## config.mk

```make
export PLATFORM = sky130hd
export DESIGN_NAME = demux_1_to_4_buffered
export DESIGN_NICKNAME = d
export VERILOG_FILES = /design/src/rtl/demux_1_to_4_buffered.sv
export SDC_FILE = /design/constraint.sdc
export NUM_CORES = 1
export LEC_CHECK = 0
export ABC_AREA = 0
export ABC_CLOCK_PERIOD_IN_PS = 2000
export BUFFER_PORTS_ARGS = -buffer_cell sky130_fd_sc_hd__buf_2
export CORE_ASPECT_RATIO = 1.5
export CORE_UTILIZATION = 45
export DETAILED_ROUTE_END_ITERATION = 6
export PLACE_DENSITY_LB_ADDON = 0.12
export SLEW_MARGIN = 20
export SYNTH_ARGS = -nofsm -noshare
export SYNTH_HDL_FRONTEND = slang
export SYNTH_SLANG_ARGS = --single-unit
```

## constraint.sdc

```tcl
create_clock -name clk -period 2 [get_ports clk]
set_input_delay 0 -clock clk [delete_from_list [all_inputs] [get_ports clk]]
set_output_delay 0 -clock clk [all_outputs]
set_load 0.02 [all_outputs]
```

## src/rtl/demux_1_to_4_buffered.sv

```systemverilog
`default_nettype none
// ============================================================================
//  Module   : demux_1_to_4_buffered
//  Purpose  : Registered 1-to-4 demultiplexer with valid/ready handshakes.
//             One input word is steered to one of four single-entry output
//             registers selected by in_sel; every output path starts at a flop.
//             Optional broadcast mode (macro DEMUX_BCAST_EN) adds in_bcast,
//             which writes the word into all four slots at once.
//  Revision : 1.0  initial release
// ============================================================================
module demux_1_to_4_buffered #(
    parameter int WIDTH = 32
) (
    input  logic             clk,
    input  logic             reset,
    input  logic [WIDTH-1:0] in_data,
    input  logic [1:0]       in_sel,
    input  logic             in_valid,
    output logic             in_ready,
    output logic [WIDTH-1:0] out_1,
    output logic [WIDTH-1:0] out_2,
    output logic [WIDTH-1:0] out_3,
    output logic [WIDTH-1:0] out_4,
    output logic [3:0]       out_valid,
    input  logic [3:0]       out_ready
`ifdef DEMUX_BCAST_EN
    ,
    input  logic             in_bcast
`endif
);

    localparam int c_SLOTS = 4;

    logic [WIDTH-1:0] r_data [c_SLOTS];
    logic [3:0]       r_valid;

    logic [3:0]       w_can_take;
    logic [3:0]       w_target;
    logic [3:0]       w_write;
    logic             w_ready;
    logic             w_accept;

    // A slot can take a word when it is empty or is being drained this cycle.
    assign w_can_take = ~r_valid | out_ready;

    // Target mask and readiness: broadcast needs every slot free, otherwise
    // only the selected slot matters, so a stalled slot never blocks others.
    always_comb begin
        w_target = 4'b0001 << in_sel;
        w_ready  = w_can_take[in_sel];
`ifdef DEMUX_BCAST_EN
        if (in_bcast) begin
            w_target = 4'b1111;
            w_ready  = &w_can_take;
        end
`endif
    end

    assign in_ready = w_ready & ~reset;
    assign w_accept = in_valid & in_ready;
    assign w_write  = w_accept ? w_target : 4'b0000;

    generate
        for (genvar k = 0; k < c_SLOTS; k++) begin : g_slot
            // Per-slot register: a write wins over a drain, so a same-cycle
            // drain and write keeps the slot full with the new word.
            always_ff @(posedge clk) begin
                if (reset) begin
                    r_data[k]  <= '0;
                    r_valid[k] <= 1'b0;
                end else if (w_write[k]) begin
                    r_data[k]  <= in_data;
                    r_valid[k] <= 1'b1;
                end else if (out_ready[k]) begin
                    r_valid[k] <= 1'b0;
                end
            end
        end
    endgenerate

    assign out_1     = r_data[0];
    assign out_2     = r_data[1];
    assign out_3     = r_data[2];
    assign out_4     = r_data[3];
    assign out_valid = r_valid;

endmodule
`default_nettype wire
```

# After elaboration in Yosys (flattened, before gate mapping)
# Memory sizes are Yosys's and may differ from the RTL's.
# Index checks and enable logic that the tools add are counted.
word_totals:
  out_inout_bits: 133
  romBits: 0
  input_bits: 41
  mem_bits_rw: 128
  latch_bits: 0
  n_memories: 1
  register_bits: 4
memory_table:
  columns: ["name", "words", "width", "read_ports", "rd_ports_with_merged_regs", "wr", "line", "rtl"]
  rows:
  - ["r_data", 4, 32, 4, 0, 4, "34", "logic [WIDTH-1:0] r_data [c_SLOTS];"]
classes:
  muxes: 29
  n_bitwise: 9
  div_mod_pow: 0
  n_eq_ne: 0
  n_reduce_logical: 4
  order_cmp: 1
  mul: 0
  n_shift: 1
  n_addsub: 0
op_table:
  columns: ["operator", "count"]
  rows:
  - ["two-way mux 32 bit", 4]
  - ["two-way mux 1 bit", 23]
  - ["nonzero test 2 bit", 4]
  - ["two-way mux 4 bit", 1]
  - ["inverter 4 bit", 1]
  - ["OR 1 bit", 4]
  - ["OR 4 bit", 1]
  - ["left shift 1 x 2 -> 4 bit (first input constant)", 1]
  - ["< comparator 2 x 3 -> 1 bit (second input constant)", 1]
  - ["bitwise AND 1 bit", 2]
  - ["binary-select mux 1 bit (select 2 bit)", 1]
  - ["inverter 1 bit", 1]

# Longest topological paths before layout
# Gate-level depths: netlist of run 1.
logic_depth:
  depth_word: 11
  depth_mapped: 5

# Worst setup path after synthesis of run 1
# Ideal clock, no wire load.
synth_path:
  path_kind: "reg-to-reg"
  from: "reg r_valid[1] (netlist: out_valid[1])"
  to: "mem r_data[1][0], enable pin"
  path_stages_with_launch: 4
  synth_period_minus_slack_ns: 1.867
  setup_slack_ns: 0.133
  t_required_ns: 1.625
  setup_time_ns: 0.375
  arrival_ns: 1.493
  path_cell_list: "dfxtp_1 > nor2b_1 > nor4b_4 > or2_2"
synth_lines:
  columns: ["item", "line", "rtl"]
  rows:
  - ["start, declared", "35", "logic [3:0] r_valid;"]
  - ["start signal, assigned by index", "70", "r_valid[k] <= 1'b0;"]
  - ["start signal, assigned by index", "73", "r_valid[k] <= 1'b1;"]
  - ["start signal, assigned by index", "75", "r_valid[k] <= 1'b0;"]
  - ["end, declared", "34", null]

==> metrics.md, run 1 <==
| Metric | Value |
|---|---|
| Root buffer cell | `clkbuf_16` |
| Syn_nets | `341` |
| Clock-pin slew reported for the worst setup and hold paths after clock tree synthesis | `50 ps` |
| Max Transition Viols Final | `0` |
| Worst R2R Setup Slack | `190 ps` |
| WL/cell | `16.6 µm` |
| Area of the mapped netlist | `0.00509 mm²` |
| Synth Area in Compound Gates | `0.00689` |
| Maximum clock rate | `544 MHz` |
| Portion of netlist area occupied by mux cells | `0` |
| Max-capacitance violation count | `0` |
| First-pass GRT wire length | `17300 µm` |
| Minimum period implied by the final worst setup slack | `1840 ps` |
| Clock tree from TritonCTS | `done` |
| Total power draw | `7.17 mW` |
| PortBufs | `173` |
| Xor and xnor fraction of the mapped netlist area | `0` |
| Largest net degree at the start of global routing | `34` |
| Layout cell share with drive strength beyond 1 | `0.412` |
| Worst Skew | `4.38 ps` |
| All-layer global routing usage | `0.207` |
| Power per cell area | `1010 mW/mm²` |
| Worst hold path stage count | `4` |
| Worst endpoint required time | `2020 ps` |
| Area of the die | `0.0117 mm²` |
| Capturing point of the worst reg2reg path | `r_data[0][13]` |
| Vias per std cell | `4.69` |
| Launching instance or port of the critical path | `reset` |
| Core Footprint | `0.0110 mm²` |
| Part of the total power dissipated in combinational logic | `0.075` |
| Worst skew pair latency | `410 ps` |
| Number of global-route vias before repair | `3313` |
| Unrepaired setup endpoints after global routing | `false` |
| Fill cell count | `846` |
| Count of warnings emitted by yosys | `0` |
| Via total after detailed routing | `3211` |
| Overflow left after global routing | `0` |
| Worst Setup Slack, final | `163 ps` |
| Most frequent cells in the layout | `buf_2 (173), and2_1 (128), edfxtp_1 (128)` |
| # nets final | `565` |
| Portion of total power attributed to sequential cells | `0.444` |
| Count of mapped cells out of synthesis | `300` |
| Post-synthesis simple-gate area fraction | `0.197` |
| Total leakage power | `3.17 nW` |
| CTS hold repair buffers | `39` |
| Worst slack, placed | `173 ps` |
| Max_slew headroom | `0.385` |
| Arrival time worst endpoint | `1860 ps` |
| Post-synth cell types | `22` |
| Final ANT Viol Nets | `0` |
| Worst-case hold path end point | `out_valid[1]` |
| Post-cts sizing count | `0` |
| Layout overhead on the synthesized area | `39.8%` |
| DRC violations left | `0` |
| Antenna diode count | `0` |
| Count of TritonRoute iterations in the first routing pass | `4` |
| Result of the run | `completed` |
| Antenna violations before repair | `0` |
| Count of cells along the worst register-to-register path | `3` |
| Clock Sink Count | `132` |
| Number of top-level design ports | `174` |
| Worst min-delay path category | `primary input to register` |
| Initial cell density of the core | `0.463` |
| Fin Setup TNS | `0 ps` |
| Maximum count of clock buffers along a single path | `2` |
| Startpoint of the most critical hold path | `in_sel[1]` |
| Total clock buffers created by CTS | `17` |
| Weighted congestion reported at the end of routability-driven placement | `0.740` |
| Type of the worst setup path | `primary input to register` |
| Overall die height | `132 µm` |
| Most common library cell in the layout ignoring fill and taps | `buf_2` |
| Highest fanout seen on the critical path | `32` |
| P_sw | `1.48 mW` |
| Sequential element share of the synthesized area | `0.771` |
| Num rows | `47` |
| Adder-cell share of the synthesized area | `0` |
| Worst slack on hold paths | `362 ps` |
| Switching power as a share of total power | `0.207` |
| Worst reg2reg path startpoint | `out_valid[0]` |
| Layout Utilization | `0.647` |
| Synthesis-stage register bit count | `132` |
| Portion of the clock cycle consumed by the worst path in the final layout | `0.918` |
| Fraction of power consumed by the clock network | `0.481` |
| Final-report setup violation count | `0` |
| Sum of net half-perimeters after detailed placement | `7090 µm` |
| Largest family of logic cells by synthesized area | `simple AND/OR/NAND/NOR gates` |
| H-tree lvl count | `4` |
| Mapped Avg Cell Area | `17.0 µm²` |
| Post-CTS setup repair buffer count | `0` |
| Die outline width | `88.8 µm` |
| Worst Setup Start Kind | `primary input` |
| Internal power | `5.68 mW` |
| Type of element capturing the critical path | `register` |
| Final count of hold timing violations | `0` |
| Aggregate routed wire length | `11400 µm` |
| Maximum VDD drop | `0.773 mV` |
| Actual transition at the worst max-transition pin | `922 ps` |
| Drt first-iter violations | `87` |
layout make-up:
class                   count  area (µm²)  share of cell area
well taps                 147         184              0.0259
flip-flops and latches    132        3920               0.552
clock inverters            13         231              0.0325
multi-input cells         155        1040               0.146
clock buffers              19         433              0.0609
repair buffers            218        1300               0.183
logic make-up (layout without fill, tap and decap cells):
| logic type | count (synthesis) | after routing |
|---|---|---|
| and+or+nand+nor | 150 | 150 |
| DFF | 132 | 132 |
| buffers and inverters | 13 | 250 |
| AOI/OAI and AO/OA | 5 | 5 |
per-stage QoR:
step	instances	cell area, µm²
6_report	684	7110
5_1_grt	684	7110
4_1_cts	684	7110
3_5_place_dp	613	6060
3_3_place_gp	613	6060
2_1_floorplan	300	5090
per-layer routing:
layer / track usage / wire [µm] / up-vias
met5: 0 / 0 / -
met4: 0.125 / 466 / 0
met3: 0.0595 / 770 / 33
met2: 0.348 / 5780 / 138
met1: 0.225 / 4370 / 1541
li1: - / - / 1499
Yosys cell counts:
cell type  count  area (µm²)
nor2_1         2        7.51
or2_2          4        25.0
a21oi_1        3        15.0
nand2b_4       1        13.8
dfxtp_1        4        80.1
clkbuf_1       3        11.3
nor4b_4        1        23.8
nand3_1        1        5.00
nor3b_4        2        37.5
o21ba_1        1        10.0
o21ba_2        1        10.0
nand2b_2       1        8.76
or3b_2         1        8.76
nand2b_1       2        12.5
nor4_1         1        6.26
edfxtp_1     128        3840
and2_1       128         801
nor2b_1        2        12.5
nand2_2        1        6.26
buf_6         10         113
nor4_4         1        21.3
nand3b_1       2        15.0
power groups by stage:
| stage | logic, mW | clock network (mW) | registers (mW) |
|---|---|---|---|
| floorplan | 0.118 | 0 | 3.39 |
| detailed placement | 0.486 | 0 | 3.24 |
| global route | 0.578 | 3.60 | 3.19 |
| finish | 0.539 | 3.45 | 3.18 |
| global placement | 0.479 | 0 | 3.24 |
| CTS | 0.545 | 3.49 | 3.18 |
registers in the layout (all words and copies together) (netlist names):
signal and flops:
r_data 128, out_valid 4
worst max-delay path by stage:
stage	to	slack (ps)
4_1_cts	r_data[2][22]	150
6_report	r_data[3][31]	160
3_5_place_dp	r_data[0][20]	170
5_1_grt	r_data[3][6]	70
3_3_place_gp	r_data[0][20]	230
2_1_floorplan	r_data[1][0]	130
worst max-delay path: stages:
cell and delay [ps]:
dlygate4sd3_1 530, buf_2 170, nand2b_4 210, nor3b_4 190, or2_2 750
Power figures use the tool's default switching activity.
==> inputs of run 2 (changes only) <==
--- a/config.mk
+++ b/config.mk
@@ -8,10 +8,12 @@
 export ABC_AREA = 0
 export ABC_CLOCK_PERIOD_IN_PS = 2000
 export BUFFER_PORTS_ARGS = -buffer_cell sky130_fd_sc_hd__buf_2
+export CAP_MARGIN = 10
 export CORE_ASPECT_RATIO = 1.5
 export CORE_UTILIZATION = 45
 export DETAILED_ROUTE_END_ITERATION = 6
 export PLACE_DENSITY_LB_ADDON = 0.12
+export SETUP_SLACK_MARGIN = 0.2
 export SLEW_MARGIN = 20
 export SYNTH_ARGS = -nofsm -noshare
 export SYNTH_HDL_FRONTEND = slang
==> run 2 against run 1 <==
Routed wire length shrank 1.4%. Via count fell by 2.7%. Register-to-register slack improved by 160 ps. Maximum frequency grew 11%. Critical path depth rose by 1. Clock skew rose by 1.5 ps. Global-route usage down 0.31 points. First-iteration DRC count rose by 47%. Sequential share of layout area grew 0.61 points.
==> metrics.md, run 2 (same netlist as run 1, synthesis figures left out) <==
| Metric | Value |
|---|---|
| Most frequent cells in the layout | `buf_2 (173), and2_1 (128), edfxtp_1 (128)` |
| Type of element capturing the critical path | `register` |
| Clock Sink Count | `132` |
| Final-report setup violation count | `0` |
| Total clock buffers created by CTS | `17` |
| Worst Setup Start Kind | `primary input` |
| Reg with most FFs | `r_data` |
| Antenna violations before repair | `0` |
| Result of the run | `completed` |
| Via total after detailed routing | `3124` |
| Layout cell share with drive strength beyond 1 | `0.409` |
| Max reg flops | `128` |
| Core Footprint | `0.0110 mm²` |
| Total leakage power | `3.11 nW` |
| Vias per std cell | `4.58` |
| Number of global-route vias before repair | `3261` |
| Clock tree from TritonCTS | `done` |
| Fin Setup TNS | `0 ps` |
| Clock-pin slew reported for the worst setup and hold paths after clock tree synthesis | `50 ps` |
| All-layer global routing usage | `0.204` |
| Total power draw | `6.79 mW` |
| Arrival time worst endpoint | `2000 ps` |
| Maximum clock rate | `605 MHz` |
| Initial cell density of the core | `0.463` |
| Worst endpoint required time | `2340 ps` |
| Final ANT Viol Nets | `0` |
| Area of the die | `0.0117 mm²` |
| Largest net degree at the start of global routing | `34` |
| Num rows | `47` |
| Unrepaired setup endpoints after global routing | `false` |
| Worst min-delay path category | `primary input to register` |
| H-tree lvl count | `4` |
| Max_slew headroom | `0.640` |
| Max-capacitance violation count | `0` |
| Post-detailed-placement cell area | `0.00605 mm²` |
| DRC violations left | `0` |
| Highest fanout seen on the critical path | `3` |
| Layout overhead on the synthesized area | `38.3%` |
| Worst skew pair latency | `400 ps` |
| Antenna diode count | `0` |
| Placed insts | `611` |
| Count of TritonRoute iterations in the first routing pass | `4` |
| Root buffer cell | `clkbuf_16` |
| Most common library cell in the layout ignoring fill and taps | `buf_2` |
| Aggregate routed wire length | `11200 µm` |
| Sum of net half-perimeters after detailed placement | `7010 µm` |
| Actual transition at the worst max-transition pin | `540 ps` |
| Overflow left after global routing | `0` |
| Final count of hold timing violations | `0` |
| Maximum VDD drop | `0.620 mV` |
| Type of the worst setup path | `primary input to register` |
| Power per cell area | `964 mW/mm²` |
| PortBufs | `173` |
| WL/cell | `16.5 µm` |
| Drt first-iter violations | `128` |
| Worst Skew | `5.90 ps` |
| Number of top-level design ports | `174` |
| Portion of the clock cycle consumed by the worst path in the final layout | `0.826` |
| Minimum period implied by the final worst setup slack | `1650 ps` |
| Max Transition Viols Final | `0` |
| Die outline width | `88.8 µm` |
| # nets final | `563` |
| First-pass GRT wire length | `17100 µm` |
| Overall die height | `132 µm` |
| Maximum count of clock buffers along a single path | `2` |
| Weighted congestion reported at the end of routability-driven placement | `0.763` |
| Design area | `0.00704 mm²` |
| Fin cells | `682` |
[run 2: per-layer routing]
metal / vias to the layer above / global-route usage / wire length (µm)
met1: 1482 / 0.223 / 4190
met5: - / 0 / 0
met3: 16 / 0.0739 / 812
li1: 1495 / - / -
met4: 0 / 0.0932 / 281
met2: 131 / 0.346 / 5940
[run 2: layout make-up]
cell class / instances / area, µm²
sequential: 132 / 3920
clock buffer: 19 / 433
clock inverter: 13 / 159
timing repair buffer: 216 / 1290
fill: 863 / 3960
multi-input combinational: 155 / 1050
tap: 147 / 184
[run 2: where the power goes]
part | leakage, nW | switching [mW] | total, mW | internal, mW
logic | 1.43 | 0.344 | 0.537 | 0.193
clock network | 0.273 | 1.11 | 3.06 | 1.95
registers | 1.40 | 0.0306 | 3.18 | 3.15
[run 2: timing repair]
| item | CTS | global route |
|---|---|---|
| resized for setup | 0 | 3 |
| hold endpoints to repair | 132 | 0 |
| setup endpoints to repair | 0 | 94 |
| hold buffers | 39 | 0 |
| setup buffers | 0 | 0 |
[run 2: worst paths after layout]
check	slack [ps]	end	cells after the start	start
max reg2reg	350	r_data[1][3]	3	out_valid[1]
max	350	out_valid[2]	6	in_valid
min reg2reg	710	out_valid[1]	2	out_valid[1]
min	350	out_valid[1]	4	in_sel[1]
[run 2: critical path: stages]
cell and delay (ps):
dlygate4sd3_1 530, buf_2 150, nand3b_1 70, dlygate4sd3_1 550, a21oi_1 140, dlygate4sd3_1 560
[run 2: through the flow]
step | worst slack (ps) | utilization | hold WS, ps
CTS | 210 | 0.639 | 328
floorplan | 269 | - | 148
global placement | 264 | 0.550 | 277
global route | 267 | 0.640 | 366
detailed placement | 231 | 0.550 | 284
finish | 347 | 0.640 | 350
